===== src/rtl/fetch_stage_pkg.sv =====
// Shared types for the fetch stage: basic address/data widths, the fetch->decode
// pipe register, the bubble instruction, and the BTB entry / BHT counter types.
// No ports; packages only.

package BasicTypes;
   localparam int ADDR_WIDTH = 32;
   localparam int DATA_WIDTH = 32;
   typedef logic [ADDR_WIDTH-1:0] AddrPath;
   typedef logic [DATA_WIDTH-1:0] DataPath;
endpackage

package PipelineTypes;
   import BasicTypes::*;

   typedef struct packed {
      AddrPath pc;
      DataPath inst;
      logic    isBranchTakenPredicted;
      logic    isNextPcPredicted;
      AddrPath predictedNextPC;
   } FetchStagePipeReg;

   // addi x0, x0, 0 (canonical NOP) fills the pipe on redirect and reset
   localparam DataPath BUBBLE_INST = 32'h0000_0013;

   localparam FetchStagePipeReg FETCH_BUBBLE = '{
      pc                     : '0,
      inst                   : BUBBLE_INST,
      isBranchTakenPredicted : 1'b0,
      isNextPcPredicted      : 1'b0,
      predictedNextPC        : '0
   };

   // Tag is stored zero-extended to the full address width so the entry
   // type does not depend on the BTB depth.
   typedef struct packed {
      logic    valid;
      AddrPath tag;
      AddrPath target;
   } BtbEntry;

   typedef logic [1:0] BhtCounter;

   localparam BhtCounter BHT_RESET = 2'b01;  // weakly not-taken
   localparam BhtCounter BHT_ALLOC = 2'b10;  // weakly taken

   function automatic BhtCounter bht_next(input BhtCounter c, input logic taken);
      BhtCounter n;
      n = c;
      if (taken) begin
         if (c != 2'b11) n = c + 2'b01;
      end else begin
         if (c != 2'b00) n = c - 2'b01;
      end
      return n;
   endfunction
endpackage


===== src/rtl/fetch_stage_branch_predictor.sv =====
// Direct-mapped BTB plus 2-bit BHT with resolved-branch update logic.
// Ports: clk_i/rst_i; lookup_pc_i -> hit_o/taken_o/next_pc_o (combinational);
//        upd_en_i/upd_pc_i/upd_taken_i/upd_target_i (applied at the rising edge).

module branch_predictor
   import BasicTypes::*;
   import PipelineTypes::*;
#(
   parameter int BTB_ENTRIES = 16
) (
   input  logic    clk_i,
   input  logic    rst_i,
   input  AddrPath lookup_pc_i,
   output logic    hit_o,
   output logic    taken_o,
   output AddrPath next_pc_o,
   input  logic    upd_en_i,
   input  AddrPath upd_pc_i,
   input  logic    upd_taken_i,
   input  AddrPath upd_target_i
);
   localparam int IDX_W     = $clog2(BTB_ENTRIES);
   localparam int TAG_SHIFT = IDX_W + 2;

   typedef logic [IDX_W-1:0] idx_t;

   BtbEntry   btb_q [BTB_ENTRIES];
   BhtCounter bht_q [BTB_ENTRIES];

   idx_t    lk_idx;
   AddrPath lk_tag;
   idx_t    upd_idx;
   AddrPath upd_tag;
   logic    upd_hit;

   BtbEntry   upd_entry_d;
   BhtCounter upd_cnt_d;
   logic      upd_wr_entry;
   logic      upd_wr_cnt;

   assign lk_idx  = lookup_pc_i[IDX_W+1:2];
   assign lk_tag  = lookup_pc_i >> TAG_SHIFT;
   assign upd_idx = upd_pc_i[IDX_W+1:2];
   assign upd_tag = upd_pc_i >> TAG_SHIFT;

   // Lookup reads the registered arrays, so a same-cycle update to the same
   // index is only visible from the next cycle on.
   assign hit_o     = btb_q[lk_idx].valid && (btb_q[lk_idx].tag == lk_tag);
   assign taken_o   = hit_o && bht_q[lk_idx][1];
   assign next_pc_o = taken_o ? btb_q[lk_idx].target : (lookup_pc_i + 32'd4);

   assign upd_hit = btb_q[upd_idx].valid && (btb_q[upd_idx].tag == upd_tag);

   always_comb begin
      upd_entry_d  = btb_q[upd_idx];
      upd_cnt_d    = bht_q[upd_idx];
      upd_wr_entry = 1'b0;
      upd_wr_cnt   = 1'b0;
      if (upd_en_i) begin
         if (upd_hit) begin
            upd_wr_cnt = 1'b1;
            upd_cnt_d  = bht_next(bht_q[upd_idx], upd_taken_i);
            if (upd_taken_i) begin
               upd_wr_entry       = 1'b1;
               upd_entry_d.target = upd_target_i;
            end
         end else if (upd_taken_i) begin
            // Not-taken misses are dropped: nothing worth predicting yet.
            upd_wr_entry = 1'b1;
            upd_wr_cnt   = 1'b1;
            upd_entry_d  = '{valid: 1'b1, tag: upd_tag, target: upd_target_i};
            upd_cnt_d    = BHT_ALLOC;
         end
      end
   end

   always_ff @(posedge clk_i) begin
      if (rst_i) begin
         for (int i = 0; i < BTB_ENTRIES; i++) begin
            btb_q[i] <= '{valid: 1'b0, tag: '0, target: '0};
            bht_q[i] <= BHT_RESET;
         end
      end else begin
         if (upd_wr_entry) btb_q[upd_idx] <= upd_entry_d;
         if (upd_wr_cnt)   bht_q[upd_idx] <= upd_cnt_d;
      end
   end
endmodule


===== src/rtl/fetch_stage.sv =====
// Fetch stage: PC register, branch prediction lookup, and fetch->decode pipe register.
// Ports: clk/rst; imemAddr/imemData to instruction memory; isDataHazard stall,
//        isBranchPredictMiss/correctPC redirect; bpUpdate* training; nextStage to decode.

module fetch_stage
   import BasicTypes::*;
   import PipelineTypes::*;
#(
   parameter AddrPath RESET_PC    = 32'h0000_0000,
   parameter int      BTB_ENTRIES = 16
) (
   input  logic             clk,
   input  logic             rst,
   output AddrPath          imemAddr,
   input  DataPath          imemData,
   input  logic             isDataHazard,
   input  logic             isBranchPredictMiss,
   input  AddrPath          correctPC,
   input  logic             bpUpdateEnable,
   input  AddrPath          bpUpdatePC,
   input  logic             bpUpdateTaken,
   input  AddrPath          bpUpdateTarget,
   output FetchStagePipeReg nextStage
);
   AddrPath          pc_q;
   AddrPath          pc_d;
   FetchStagePipeReg pipe_q;
   FetchStagePipeReg pipe_d;

   logic    pred_hit;
   logic    pred_taken;
   AddrPath pred_next_pc;

   branch_predictor #(
      .BTB_ENTRIES (BTB_ENTRIES)
   ) u_bp (
      .clk_i        (clk),
      .rst_i        (rst),
      .lookup_pc_i  (pc_q),
      .hit_o        (pred_hit),
      .taken_o      (pred_taken),
      .next_pc_o    (pred_next_pc),
      .upd_en_i     (bpUpdateEnable),
      .upd_pc_i     (bpUpdatePC),
      .upd_taken_i  (bpUpdateTaken),
      .upd_target_i (bpUpdateTarget)
   );

   assign imemAddr  = pc_q;
   assign nextStage = pipe_q;

   // Redirect beats stall: a mispredict squashes whatever decode is holding.
   always_comb begin
      pc_d   = pc_q;
      pipe_d = pipe_q;
      if (isBranchPredictMiss) begin
         pc_d   = correctPC;
         pipe_d = FETCH_BUBBLE;
      end else if (!isDataHazard) begin
         pc_d   = pred_next_pc;
         pipe_d = '{
            pc                     : pc_q,
            inst                   : imemData,
            isBranchTakenPredicted : pred_taken,
            isNextPcPredicted      : pred_hit,
            predictedNextPC        : pred_next_pc
         };
      end
   end

   always_ff @(posedge clk) begin
      if (rst) begin
         pc_q   <= RESET_PC;
         pipe_q <= FETCH_BUBBLE;
      end else begin
         pc_q   <= pc_d;
         pipe_q <= pipe_d;
      end
   end
endmodule


===== config.mk =====
export PLATFORM = sky130hd
export DESIGN_NAME = fetch_stage
export DESIGN_NICKNAME = d
export VERILOG_FILES = /design/src/rtl/fetch_stage_pkg.sv /design/src/rtl/fetch_stage_branch_predictor.sv /design/src/rtl/fetch_stage.sv
export SDC_FILE = /design/constraint.sdc
export NUM_CORES = 2
export LEC_CHECK = 0
export BUFFER_PORTS_ARGS = -buffer_cell sky130_fd_sc_hd__clkbuf_2
export CAP_MARGIN = 20
export CORE_MARGIN = 1.5
export CORE_UTILIZATION = 60
export CTS_CLUSTER_SIZE = 14
export DETAILED_ROUTE_END_ITERATION = 16
export PLACE_DENSITY_LB_ADDON = 0.25
export SLEW_MARGIN = 20
export SYNTH_ARGS = -nofsm -noshare
export SYNTH_HDL_FRONTEND = slang
export SYNTH_HIERARCHICAL = 1
export SYNTH_SLANG_ARGS = --single-unit

===== constraint.sdc =====
create_clock -name clk -period 13.06 [get_ports clk]
set_clock_uncertainty 0.2 [all_clocks]
set_input_delay 0 -clock clk [delete_from_list [all_inputs] [get_ports clk]]
set_output_delay 0 -clock clk [all_outputs]
set_load 0.01 [all_outputs]

==> results.md <==
STA:
- The fmax is 138 MHz.
- Setup repair after global routing left no endpoint under its margin.
- The final count of hold timing violations is 0.
- Setup violations remaining at the end of the flow were counted as 0.
- The minimum period implied by the final worst setup slack is 7.25 ns.
- The worst slew slack as a fraction of its limit is 15.9%.
- Summed over all failing endpoints, the final setup total negative slack is 0 ns.
- In the finished design, the share of the clock period the worst path needs comes to 55.5%.
- The final-layout worst hold slack is 0.0456 ns.
- The final count of pins violating max slew is 0.
- At the pin with the least slew margin, the transition time is 1.26 ns.
- The worst path meets setup with 5.81 ns of slack.

Floorplan:
- The die outline width is 323 um.
- The die covers 104000 um^2.
- The total number of placement rows is 117.
- The effective utilization at floorplan is 60.4%.
- The number of top-level pins is 264.
- The die height is 323 um.
- The region available for standard cell placement spans 102000 um^2.

Yosys:
- During synthesis, Yosys emitted a total of 6 warnings.
- After synthesis the cells add up to 61400 um^2.
- Measured against the total synthesized area, the mux share comes to 24.5%.
- The largest family of logic cells by synthesized area is multiplexers.
- The share of the yosys chip area belonging to registers is 56.7%.
- Summing the areas of all compound-gate instances in the mapped netlist gives 5.49% of the synthesized area.
- The adder-cell area share of the yosys netlist is 0.0204%.
- The flip-flop cell with the highest count after synthesis is edfxtp_1.
- By area the synthesized netlist is led by edfxtp_1 (52%), mux4_2 (20%), dfxtp_1 (4.2%).
- The number of synthesized register bits is 1202.
- The count of distinct cell types in the synthesized netlist is 85.
- After Yosys synthesis, XOR and XNOR cells account for 1.18% of the synthesized area.
- The share of Yosys cell area claimed by the top area cell type is 52.4%.
- The cell taking the most area after synthesis is edfxtp_1.
- The async set-or-reset flop fraction in the synthesized netlist is 0%.
- After Yosys synthesis, and, or, nand and nor cells account for 8.71% of the synthesized area.
- The average footprint of a synthesized cell is 14.3 um^2.
- The commonest cells after synthesis are edfxtp_1 (1072), nor2_1 (612), mux4_2 (537).
- The number of synthesized flops with an enable pin is 1072.
- The library cell with the highest instance count after synthesis is edfxtp_1.
- After technology mapping, the gate count stands at 4284.

Cells and area:
- The number of nets at the end of the flow is 4827.
- The area growth from synthesis to layout is 14.5%.
- The finished cells cover 70300 um^2.
- Of the cells placed in the final design, the portion with a size suffix greater than 1 is 26.7%.
- The total of fill cells in the finished design is 6612.
- In the final layout, the multi-input gates occupy 25200 um^2.
- The sequential cells in the finished layout cover a total of 34800 um^2.

Route:
- The number of nets still failing antenna checks after routing is 0.
- The wire length on met1 is 65800 um.
- The total met3 wirelength after detailed routing is 36300 um.
- The detailed router's first-iteration violation count is 7205.
- Wire segments on met2 add up to 92600 um in the final route.
- The detailed router placed 44.2k vias in this run.
- The final routed DRC violation total is 0.
- In the final routed layout, each cell accounts on average for 33.9 um.
- Wires add up to 209000 um.
- In the routed layout, each cell is associated on average with a via count of 7.18.
- Routed signal wires occupy layers up through met5.
- The number of iterations in the first detailed-routing pass is 8.

Clock tree:
- CTS placed an instance of clkbuf_16 at the clock tree root.
- The clock latency on the worst-skew pair is 0.73 ns.
- The largest buffer count on any clock path is 3.
- The number of H-tree levels is 3.
- Counting every sink on the clock net gives 1202.
- The setup fix buffers added after clock tree synthesis is 0.
- The TritonCTS clock tree is yes.
- Buffers inserted during clock tree synthesis total 120.
- The CTS clock-pin slew for the worst setup and hold paths is 0.07 ns.

Worst hold path:
- The tightest min-delay check is of the in2reg type.
- Counting instances, the worst hold path has a depth of 3.
- In this run the most critical hold path is launched from bpUpdatePC[22].
- The worst hold path terminates at u_bp/btb_q[10][48].

Worst setup path:
- The worst setup path is launched from a flip-flop.
- The cell family contributing the most delay on the critical path is buffers and inverters.
- In this run the critical register-to-register path is launched from imemAddr[3].
- In this run the critical register-to-register path is captured at imemAddr[21].
- STA classifies the critical path endpoint as a flip-flop.
- The signal on the critical path passes through buf_4 -> buf_12 -> mux2i_1 -> o22ai_1 -> a221o_1 -> o41ai_1 -> nand4_1 -> a211oi_1 -> nand3_2 -> mux2_1 -> nand2b_1 -> a311oi_1 -> dlygate4sd3_1.
- Measured in cells, the most critical reg-to-reg path has a length of 13.
- The largest individual stage delay along the critical path comes from the cell dfxtp_4.
- Of all nets on the critical path, the largest fanout is 107.
- The required time of the worst setup path is 13.46 ns.
- The maximum cell stage delay along the critical path is 0.88 ns.
- Across all register-to-register paths, the minimum setup slack is 5.81 ns.
- Data on the critical path arrives at its endpoint at 7.65 ns.
- The buffers plus inverters on the worst setup path is 3.
- The critical path start-end classification is reg2reg.

Global routing:
- The global-route congestion overflow total is 0.
- The global-route total usage across every layer is 39.9%.
- The number of antenna violations at the first check in global routing came to 9.
- The first global-routing pass estimated 296000 um of wire.
- The maximum number of pins on one net before global-route repair is 108.
- The via count of the first global-routing pass is 44.0k.

Pwr:
- For this design the static power due to leakage is 25.2 nW.
- VDD sags by at most 0.130 mV.
- In this run the power density over the cells is 131 nW/um^2.
- Total power for the finished layout comes to 9.18 mW.

Run status:
- The flow ran to the end, and the final reports show no timing, DRC or antenna violations.

Place:
- Prior to clock tree synthesis, the placed netlist has a worst setup slack of 6.47 ns.
- Port buffering added 261 buffers.
- The HPWL reported at the end of detailed placement is 115000 um.
- In this run the cell area measured after placement is 63900 um^2.
- The final weighted congestion in routability-driven placement is 0.912.

Run:
- The number of max-capacitance violations reported is 0.
==> worst max-delay path by stage <==
stage	cells past startpoint	start	slack, ns	endpoint
3_3_place_gp	13	bpUpdatePC[3]	6.54	u_bp/btb_q[7][32]
2_1_floorplan	10	bpUpdatePC[5]	8.80	u_bp/btb_q[7][0]
6_report	13	imemAddr[3]	5.81	imemAddr[21]
3_5_place_dp	13	bpUpdatePC[3]	6.47	u_bp/btb_q[0][32]
5_1_grt	13	imemAddr[3]	5.74	imemAddr[21]
4_1_cts	13	imemAddr[3]	6.11	imemAddr[21]
==> where the power goes <==
| group | switching, mW | total (mW) | internal [mW] |
|---|---|---|---|
| Sequential | 0.115 | 4.46 | 4.34 |
| Combinational | 0.774 | 1.28 | 0.508 |
| Clock | 1.49 | 3.43 | 1.95 |
==> sequential cells by signal, indices dropped and copies added, names as in the netlist <==
signal / cells
u_bp/btb_q: 1040
nextStage: 98
imemAddr: 32
u_bp/bht_q: 32
==> layout by cell type, fill, tap and decap left out, types with 15 or more instances in the layout <==
cell type / instances
edfxtp_1: 1072
nor2_1: 612
mux4_2: 537
a21oi_1: 370
clkbuf_2: 261
dlygate4sd3_1: 241
mux2i_1: 233
clkbuf_16: 126
dfxtp_1: 126
nand2_1: 124
nor3_1: 115
buf_4: 99
conb_1: 96
nor2_2: 50
nand3_1: 48
xnor2_1: 45
nand2b_1: 44
nor2b_1: 43
xor2_1: 38
a311oi_1: 33
a22oi_1: 28
inv_1: 26
clkbuf_1: 26
mux2_2: 21
mux2_1: 20
clkinv_2: 17
nor4_1: 17
nand2_4: 17
o21ai_0: 16
clkinv_1: 15
nand4_1: 15
and3_1: 15
mux2i_2: 15
nor3_2: 15
==> repair_timing <==
action	in CTS	in global routing
gates resized for setup	0	0
hold buffers	241	0
endpoints found under the hold margin	991	0
==> area by class of cell <==
class | instances | share of cell area, %
multi-input combinational | 2735 | 35.8
timing repair buffer | 604 | 6.49
tap | 1368 | 2.44
clock inverter | 51 | 0.655
sequential | 1202 | 49.5
antenna | 2 | 0.00712
inverter | 29 | 0.158
clock buffer | 169 | 4.90
==> metrics by stage <==
stage	instances	util, %
global route	6159	69.2
finish	6160	69.2
CTS	6157	69.1
detailed placement	5696	62.9
floorplan	4379	-
global placement	5696	62.9
==> layer usage <==
layer	vias to the layer above	GRT usage, %
met2	4279	60.3
met4	8	23.6
met5	-	0
met3	867	14.0
met1	21700	50.2
li1	17400	-
==> worst reg2reg max path, cell delays in order, from the launching register on <==
cell and delay (ns):
dfxtp_4 0.88, buf_4 0.76, buf_12 0.56, mux2i_1 0.62
o22ai_1 0.14, a221o_1 0.29, o41ai_1 0.82, nand4_1 0.17
a211oi_1 0.38, nand3_2 0.80, mux2_1 0.65, nand2b_1 0.14
a311oi_1 0.10, dlygate4sd3_1 0.64
==> logic make-up after synthesis <==
logic type      Yosys count
other cells               1
xor+xnor                 83
buf+inv                 442
compound gates          561
mux                     827
flops                  1202
simple gates           1167
fa+ha+maj                 1
No activity file was read; power rests on OpenSTA's default activity.
